===== src/rtl/gb_video_pkg.sv =====
// Shared constants and the frame-buffer entry format for the DMG video path.
package gb_video_pkg;

    localparam int LCD_W           = 160;
    localparam int LCD_H           = 144;
    localparam int PIX_PER_BYTE    = 4;
    localparam int BYTES_PER_FRAME = (LCD_W * LCD_H) / PIX_PER_BYTE;

    localparam int FB_IDX_W  = 13;
    localparam int FB_ADDR_W = FB_IDX_W + 1;

    // One packed byte on its way to the frame buffer; bank is the MSB of the write address.
    typedef struct packed {
        logic                bank;
        logic [FB_IDX_W-1:0] idx;
        logic [7:0]          data;
    } fb_entry_t;

    function automatic logic [FB_ADDR_W-1:0] fb_addr_of(input fb_entry_t e);
        return {e.bank, e.idx};
    endfunction

endpackage


===== src/rtl/gb_sync_fifo.sv =====
// Single-clock FIFO; a push into a full FIFO lands only when a pop frees a slot in the same cycle.
module gb_sync_fifo #(
    parameter  int WIDTH = 8,
    parameter  int DEPTH = 4,
    localparam int AW    = $clog2(DEPTH)
) (
    input  logic             clk,
    input  logic             rst_n,
    input  logic             push,
    input  logic [WIDTH-1:0] push_data,
    input  logic             pop,
    output logic             full,
    output logic             empty,
    output logic [AW:0]      count,
    output logic [WIDTH-1:0] head_data,
    output logic [WIDTH-1:0] next_data
);

    logic [WIDTH-1:0] mem [DEPTH];
    logic [AW-1:0]    wr_ptr;
    logic [AW-1:0]    rd_ptr;
    logic [AW:0]      level;
    logic             do_push;
    logic             do_pop;

    assign empty   = (level == '0);
    assign full    = (level == (AW + 1)'(DEPTH));
    assign count   = level;
    assign do_pop  = pop && !empty;
    assign do_push = push && (!full || do_pop);

    // NOTE: sequential state uses non-blocking assignments so every register samples pre-edge values.
    always_ff @(posedge clk or negedge rst_n) begin
        if (!rst_n) begin
            wr_ptr <= '0;
            rd_ptr <= '0;
            level  <= '0;
        end else begin
            if (do_push) wr_ptr <= wr_ptr + AW'(1);
            if (do_pop)  rd_ptr <= rd_ptr + AW'(1);
            case ({do_push, do_pop})
                2'b10:   level <= level + (AW + 1)'(1);
                2'b01:   level <= level - (AW + 1)'(1);
                default: level <= level;
            endcase
        end
    end

    // NOTE: the storage array is deliberately not reset; the pointers define validity, and an unreset array maps to plain RAM.
    always_ff @(posedge clk) begin
        if (do_push) mem[wr_ptr] <= push_data;
    end

    // DEPTH is a power of two, so the pointer increment wraps naturally.
    assign head_data = mem[rd_ptr];
    assign next_data = mem[rd_ptr + AW'(1)];

endmodule


===== src/rtl/gb_lcd_pixel_packer.sv =====
// Packs the DMG 2-bit pixel stream four-per-byte and streams addressed bytes to a double-buffered frame buffer.
module gb_lcd_pixel_packer
    import gb_video_pkg::*;
#(
    parameter int FIFO_DEPTH    = 4,
    parameter int PIX_PER_FRAME = BYTES_PER_FRAME * PIX_PER_BYTE
) (
    input  logic                 clk,
    input  logic                 rst,
    input  logic                 px_valid,
    input  logic [1:0]           ld,
    output logic                 fb_valid,
    input  logic                 fb_ready,
    output logic [FB_ADDR_W-1:0] fb_addr,
    output logic [7:0]           fb_data,
    output logic                 frame_done,
    output logic                 overflow,
    output logic                 disp_bank
);

    localparam int                  CNT_W    = $clog2(FIFO_DEPTH) + 1;
    localparam logic [FB_IDX_W-1:0] LAST_IDX = FB_IDX_W'(PIX_PER_FRAME / PIX_PER_BYTE - 1);

    logic [1:0]          slot;
    logic [5:0]          acc;
    logic [FB_IDX_W-1:0] byte_idx;
    logic                wbank;

    logic                byte_done;
    logic                pop;
    logic                drop;
    fb_entry_t           push_entry;
    fb_entry_t           head_entry;
    fb_entry_t           next_entry;
    logic                fifo_full;
    logic                fifo_empty;
    logic [CNT_W-1:0]    fifo_count;

    logic                out_valid_d;
    logic                out_load;
    fb_entry_t           out_entry_d;

    assign byte_done = px_valid && (slot == 2'd3);
    assign pop       = fb_valid && fb_ready;
    assign drop      = byte_done && fifo_full && !pop;

    // acc holds the first three pixels of the group, oldest in the top bits.
    assign push_entry = '{bank: wbank, idx: byte_idx, data: {acc, ld}};

    always_ff @(posedge clk or negedge rst) begin
        if (!rst) begin
            slot       <= '0;
            acc        <= '0;
            byte_idx   <= '0;
            wbank      <= 1'b0;
            disp_bank  <= 1'b0;
            frame_done <= 1'b0;
            overflow   <= 1'b0;
        end else begin
            frame_done <= 1'b0;
            if (px_valid) begin
                slot <= slot + 2'd1;
                acc  <= {acc[3:0], ld};
            end
            // Dropped bytes still advance the index so later bytes land at their true position.
            if (byte_done) begin
                if (byte_idx == LAST_IDX) begin
                    byte_idx   <= '0;
                    wbank      <= ~wbank;
                    disp_bank  <= wbank;
                    frame_done <= 1'b1;
                end else begin
                    byte_idx <= byte_idx + FB_IDX_W'(1);
                end
            end
            if (drop) overflow <= 1'b1;
        end
    end

    gb_sync_fifo #(
        .WIDTH ($bits(fb_entry_t)),
        .DEPTH (FIFO_DEPTH)
    ) u_fifo (
        .clk       (clk),
        .rst_n     (rst),
        .push      (byte_done),
        .push_data (push_entry),
        .pop       (pop),
        .full      (fifo_full),
        .empty     (fifo_empty),
        .count     (fifo_count),
        .head_data (head_entry),
        .next_data (next_entry)
    );

    // The presented entry stays in the FIFO until accepted; on acceptance the entry behind it is shown directly.
    // NOTE: every always_comb output gets a default first so no path leaves it unassigned and infers a latch.
    always_comb begin
        out_valid_d = fb_valid;
        out_load    = 1'b0;
        out_entry_d = head_entry;
        if (pop) begin
            out_valid_d = (fifo_count > CNT_W'(1));
            out_load    = out_valid_d;
            out_entry_d = next_entry;
        end else if (!fb_valid && !fifo_empty) begin
            out_valid_d = 1'b1;
            out_load    = 1'b1;
        end
    end

    always_ff @(posedge clk or negedge rst) begin
        if (!rst) begin
            fb_valid <= 1'b0;
            fb_addr  <= '0;
            fb_data  <= '0;
        end else begin
            fb_valid <= out_valid_d;
            if (out_load) begin
                fb_addr <= fb_addr_of(out_entry_d);
                fb_data <= out_entry_d.data;
            end
        end
    end

endmodule


===== config.mk =====
export PLATFORM = sky130hd
export DESIGN_NAME = gb_lcd_pixel_packer
export DESIGN_NICKNAME = d
export VERILOG_FILES = /design/src/rtl/gb_video_pkg.sv /design/src/rtl/gb_sync_fifo.sv /design/src/rtl/gb_lcd_pixel_packer.sv
export SDC_FILE = /design/constraint.sdc
export NUM_CORES = 1
export LEC_CHECK = 0
export CAP_MARGIN = 20
export CORE_MARGIN = 2
export CORE_UTILIZATION = 45
export CTS_CLUSTER_SIZE = 10
export DETAILED_ROUTE_END_ITERATION = 16
export PLACE_DENSITY = 0.71
export SLEW_MARGIN = 20
export SYNTH_ARGS = -nofsm -noshare
export SYNTH_HDL_FRONTEND = slang
export SYNTH_HIERARCHICAL = 1
export SYNTH_SLANG_ARGS = --single-unit

===== constraint.sdc =====
create_clock -name clk -period 4.2 [get_ports clk]
set_clock_uncertainty 0.2 [all_clocks]
set_input_delay 1.26 -clock clk [delete_from_list [all_inputs] [get_ports clk]]
set_output_delay 1.26 -clock clk [all_outputs]
set_load 0.05 [all_outputs]

# Word-level counts from Yosys, hierarchy flattened
# Memory sizes are Yosys's and may differ from the RTL's.
# Index checks and enable logic that the tools add are counted.
dict set report totals {
  regBits 55
  mem_bits_rw 88
  in_bits 6
  out_inout_bits 26
  elab_cells 54
  memories 1
}
# name depth word_bits rd rd_clocked_by_memory_dff write_ports line_no
set memory_table {}
lappend memory_table {u_fifo.mem 4 22 2 0 1 gb_sync_fifo.sv:19} ;# logic [WIDTH-1:0] mem [DEPTH];
dict set report classes {
  add_sub_neg 6
  order_cmp 1
  eq_ne 5
  muxes 11
  bitwise 1
  n_reduce_logical 16
}
# cell count
set op_table {}
lappend op_table {{22-bit two-way mux} 1}
lappend op_table {{13-bit by 1-bit adder with 13-bit output, second input constant} 1}
lappend op_table {{13-bit == test, second input constant} 1}
lappend op_table {{13-bit two-way mux} 1}
lappend op_table {{1-bit two-way mux} 8}
lappend op_table {{1-bit logical AND} 7}
lappend op_table {{2-bit by 1-bit adder with 2-bit output, second input constant} 3}
lappend op_table {{3-bit one-hot mux with 2 select lines} 1}
lappend op_table {{2-bit == test, second input constant} 2}
lappend op_table {{1-bit zero test} 4}
lappend op_table {{2-bit nonzero test} 2}
lappend op_table {{3-bit by 1-bit adder with 3-bit output, second input constant} 1}
lappend op_table {{3-bit == test, second input constant} 1}
lappend op_table {{3-bit by 1-bit > comparator with 1-bit output, second input constant} 1}
lappend op_table {{3-bit zero test} 1}
lappend op_table {{3-bit by 1-bit subtractor with 3-bit output, second input constant} 1}
lappend op_table {{2-bit by 1-bit == test with 1-bit output, second input constant} 1}
lappend op_table {{2-bit AND reduction} 1}
lappend op_table {{1-bit logical OR} 1}
lappend op_table {{1-bit inverter} 1}

# Longest topological paths before layout
dict set report depth {
  ltp_word 7
  ltp_mapped 11
  depth_no_buf 11
}

# Cells and area by module
# Netlist, hierarchy kept.
# module instances cells_each area_per_inst_um2 seq_area_each_um2
set by_module_without_submodules {}
lappend by_module_without_submodules {gb_sync_fifo 1 180 4139.0 2817.7}
lappend by_module_without_submodules {gb_lcd_pixel_packer 1 202 2204.6 1201.2}

# Worst setup path before layout
# Ideal clock, no wire load.
dict set report synth_timing {
  path_kind {input to register}
  start {input port fb_ready}
  end {register u_fifo.level[2], in the netlist u_fifo/count[2]}
  setup_time_ns 0.079
  arrival_time_ns 3.111
  required_ns 3.921
  slack_ns 0.810
  stages 11
  path_buffers 1
  cell_sequence {nand2_1 buf_2 inv_1 o21a_4 inv_1 ha_1 inv_1 fa_1 xor2_1 nor2_1 xor2_1}
}
dict set report synth_between {
  elab_chain_cells 6
  elab_cells_between_ends 8
  cone_classes {eq/ne (2); mux (1); reduce/logical (5)}
}
# element line_no
set synth_lines {}
lappend synth_lines {{from (decl)} gb_lcd_pixel_packer.sv:13} ;# input logic fb_ready,
lappend synth_lines {{1-bit logical AND *} gb_lcd_pixel_packer.sv:44} ;# assign pop = fb_valid && fb_ready;
lappend synth_lines {{named net pop} gb_lcd_pixel_packer.sv:30} ;# logic pop;
lappend synth_lines {{1-bit logical AND *} gb_sync_fifo.sv:29} ;# assign do_pop = pop && !empty;
lappend synth_lines {{1-bit logical OR} gb_sync_fifo.sv:30} ;# assign do_push = push && (!full || do_pop);
lappend synth_lines {{1-bit logical AND} gb_sync_fifo.sv:30}
lappend synth_lines {{2-bit by 1-bit == test with 1-bit output / 2-bit == test (equally long branches)} gb_sync_fifo.sv:41} ;# case ({do_push, do_pop})
lappend synth_lines {{3-bit one-hot mux with 2 select lines / 2-bit nonzero test (equally long branches)} n/a}
lappend synth_lines {{to (signal assigned)} gb_sync_fifo.sv:42} ;# 2'b10: level <= level + (AW + 1)'(1);
lappend synth_lines {{to (signal assigned)} gb_sync_fifo.sv:43} ;# 2'b01: level <= level - (AW + 1)'(1);
lappend synth_lines {{to (signal assigned)} gb_sync_fifo.sv:44} ;# default: level <= level;
lappend synth_lines {{to (decl)} gb_sync_fifo.sv:22} ;# logic [AW:0] level;
# Mark *: on every way through the listed nets, which the timed path passes. The rest lies on a longest branch.
# A chain may end at the register's enable or synchronous reset.

# Worst setup path in the final report
dict set report layout_timing {
  start {register fb_valid}
  end {output port fb_valid}
}
# element line_no
set layout_rtl {}
lappend layout_rtl {{from (decl)} gb_lcd_pixel_packer.sv:12} ;# output logic fb_valid,
lappend layout_rtl {{from (signal assigned)} gb_lcd_pixel_packer.sv:118} ;# fb_valid <= out_valid_d;
# No word-level cell between the ends.

==> metrics.log <==
[metrics] first drt pass iteration count: 6
[metrics] synthesized area per cell: 16.6 um^2
[metrics] area of the core: 13800 um^2
[metrics] Syn Nets: 396
[metrics] number of standard cells after synthesis: 382
[metrics] Clock Pin Slew Worst Setup and Hold Paths: 0.05 ns
[metrics] max-cap check violation count: 0
[metrics] highest cell delay on the worst timing path: 0.83 ns
[metrics] critical-path maximum fanout: 4
[metrics] Worst EP required: 2.74 ns
[metrics] count of final hold-check violations: 0
[metrics] kind of end point of the critical path: primary output
[metrics] number of CTS-inserted buffers: 17
[metrics] Syn. warnings: 6
[metrics] vias in the first global route: 3483
[metrics] number of buffer and inverter instances along the worst setup path: 1
[metrics] number of remaining DRC errors: 0
[metrics] pin slew with the least headroom to its limit: 0.923 ns
[metrics] startpoint type of the worst setup path: register
[metrics] final wirelength: 10800 um
[metrics] final critical delay including setup and external delays: 3.13 ns
[metrics] worst skew pair latency: 0.41 ns
[metrics] family with the most delay on the worst path: buffers and inverters
[metrics] status: finished, final reports clean
[metrics] buffers from clock root to sink, at most: 2
[metrics] Overall Global Routing Usage: 16.1%
[metrics] library cell with the highest instance count after synthesis: edfxtp_1
[metrics] number of setup violations in the final report: 0
[metrics] number of antenna violations at the first check in global routing: 0
[metrics] combined area of the multi-input logic cells: 2170 um^2
[metrics] post-DR wirelength/cell: 17.6 um
[metrics] relative slew slack: 38.5%
[metrics] Max Freq: 0.319 GHz
[metrics] Vias: 3379
[metrics] number of flops mapped to enable cells by yosys: 88
[metrics] flip-flop and latch count after synthesis: 143
[metrics] TritonCTS clock tree: yes
[metrics] portion of the post-synthesis area used by sequential elements: 63.4%
[metrics] Clock Tree Root: clkbuf_16
[metrics] Placer Congestion: 0.731
[metrics] Post-CTS Setup Bufs: 0
[metrics] Die Outline Area: 15100 um^2
[metrics] top-area cell type share of the netlist area: 41.7%
[metrics] ys async rst share: 38.5%
[metrics] proportion of layout cells with a drive suffix above 1: 23.7%
[metrics] top post-synthesis cells by area: edfxtp_1 (42%), dfrtp_1 (22%), mux4_2 (16%)
[metrics] fin worst setup slack: 1.07 ns
[metrics] post-synthesis cell type count: 42
[metrics] leading post-synthesis cells by instance count: edfxtp_1 (88), dfrtp_1 (55), mux4_2 (44), nor2_1 (29)
[metrics] cell type with the largest total area after synthesis: edfxtp_1
[metrics] Resize count post-CTS: 0
[metrics] top-level port count: 32
[metrics] critical path cell sequence: clkdlybuf4s50_1
[metrics] Setup CP Type: reg2out
[metrics] TritonCTS sink count: 143
[metrics] Leakage: 2.66 nW
[metrics] quantity of hold-fixing buffers added after cts: 0
[metrics] number of rows in the core area: 43
[metrics] power per standard cell area: 734 nW/um^2
[metrics] H-tree levels: 4
[metrics] total power consumption of the routed design: 0.00549 W
[metrics] prevailing post-synth register cell: edfxtp_1
[metrics] RSZ-0062 raised after global routing: false
[metrics] Post-Syn Area: 6340 um^2
[metrics] area taken by flip-flops and latches: 4020 um^2
[metrics] number of DRC violations after detailed-routing iteration 0: 195
[metrics] Post-DP HPWL: 6880 um
[metrics] arrival time reported for the critical path endpoint: 1.67 ns
[metrics] worst hold-check path type: reg2reg
[metrics] total negative setup slack: 0 ns
[metrics] width of the die: 123 um
[metrics] Worst path slowest cell: clkdlybuf4s50_1
[metrics] post-place setup slack: 0.671 ns
[metrics] worst hold margin: 0.274 ns
[metrics] Max Slew Vio Count: 0
[metrics] global-route wire length before repair: 17900 um
[metrics] signed area change from the synthesized netlist to the final layout: 18.0%
[metrics] final worst-path cycle share: 74.5%
[metrics] peak supply drop: 312 uV
[metrics] vias per cell: 5.50
[metrics] Fillers: 1032
[metrics] GRT Residual Overflow: 0
[metrics] die height: 123 um
[metrics] IO buf count: 31
[metrics] diode insertion count for antenna repair: 0
[metrics] Total Nets Final: 435
[metrics] largest net degree at the start of global routing: 45
[metrics] initial standard-cell utilization of the core: 45.9%
[metrics] post-route antenna net violation count: 0
-- power breakdown --
| part | total, W | internal (W) | switching [W] |
|---|---|---|---|
| registers | 0.00211 | 0.00178 | 0.000323 |
| logic | 0.00172 | 0.000824 | 0.000892 |
| clock network | 0.00167 | 0.00114 | 0.000535 |
| total | 0.00549 | 0.00374 | 0.00175 |
-- state kept, by name (all words and copies together), names as in the netlist --
| signal | count |
|---|---|
| fb_addr | 14 |
| disp_bank | 1 |
| overflow | 1 |
| wbank | 1 |
| fb_data | 8 |
| fb_valid | 1 |
| byte_idx | 13 |
| u_fifo/rd_ptr | 2 |
| acc | 6 |
| u_fifo/mem | 88 |
| u_fifo/wr_ptr | 2 |
| u_fifo/count | 3 |
| frame_done | 1 |
| slot | 2 |
-- final cells by class --
| type | count | share of cell area [%] |
|---|---|---|
| Sequential cell | 143 | 53.7 |
| Multi-Input combinational cell | 209 | 29.0 |
| Clock buffer | 19 | 6.05 |
| Timing Repair Buffer | 38 | 4.78 |
| Tap cell | 180 | 3.01 |
| Clock inverter | 13 | 2.87 |
| Inverter | 12 | 0.602 |
-- per-stage QoR --
stage	util [%]	instance area [um^2]	instances
CTS	54.1	7490	614
global route	54.1	7490	614
finish	54.1	7490	614
floorplan	-	6340	382
global placement	49.3	6820	582
detailed placement	49.3	6820	582
-- cell families (layout without fill, tap and decap cells) --
group / Yosys count / count (layout) / share of synthesized area (%)
DFF: 143 / 143 / 63.4
buffers and inverters: 30 / 82 / 2.56
xor gates and xnor gates: 14 / 14 / 1.93
adders and majority gates: 8 / 8 / 1.70
AOI/OAI and AO/OA: 37 / 37 / 3.59
muxes: 77 / 77 / 21.1
and+or+nand+nor: 73 / 73 / 5.80
-- final timing paths --
check                      depth (start not counted)         endpoint             from  slack [ns]
setup reg to reg                                   9  u_fifo/count[2]  u_fifo/count[0]        1.74
min in group asynchronous                          1         fb_valid              rst        0.73
max in group asynchronous                          2      fb_addr[11]              rst        2.24
setup / recovery                                   1         fb_valid         fb_valid        1.07
hold reg to reg                                    1          slot[0]          slot[0]        0.27
hold / removal                                     1          slot[0]          slot[0]        0.27
-- cell usage in the layout, fill, tap and decap left out, types with 2 or more instances in the layout --
cell	Yosys	layout
nand3_1	6	6
clkdlybuf4s50_1	0	30
inv_1	12	12
nand2_1	15	15
clkbuf_8	0	2
nor3_1	2	2
o21ai_0	3	3
dfrtp_1	55	53
nand4_1	3	3
and2_2	4	4
clkbuf_16	0	17
clkinvlp_4	0	2
ha_1	7	7
a21oi_1	24	24
mux2_2	8	8
and3_1	2	2
clkinv_1	0	4
xnor2_1	7	7
dfrtp_2	0	2
mux2i_1	24	24
mux4_2	44	44
bufinv_16	0	6
nor2_1	29	29
o211ai_1	4	4
or4_1	2	2
buf_4	7	7
xor2_1	7	7
edfxtp_1	88	88
-- per-layer routing --
layer / vias up / global-route usage [%] / wire (um)
li1: 1561 / - / -
met1: 1755 / 20.9 / 4840
met2: 52 / 26.7 / 5510
met3: 11 / 3.62 / 297
met4: 0 / 5.75 / 144
met5: - / 0 / 0
No activity file was read; power rests on OpenSTA's default activity.
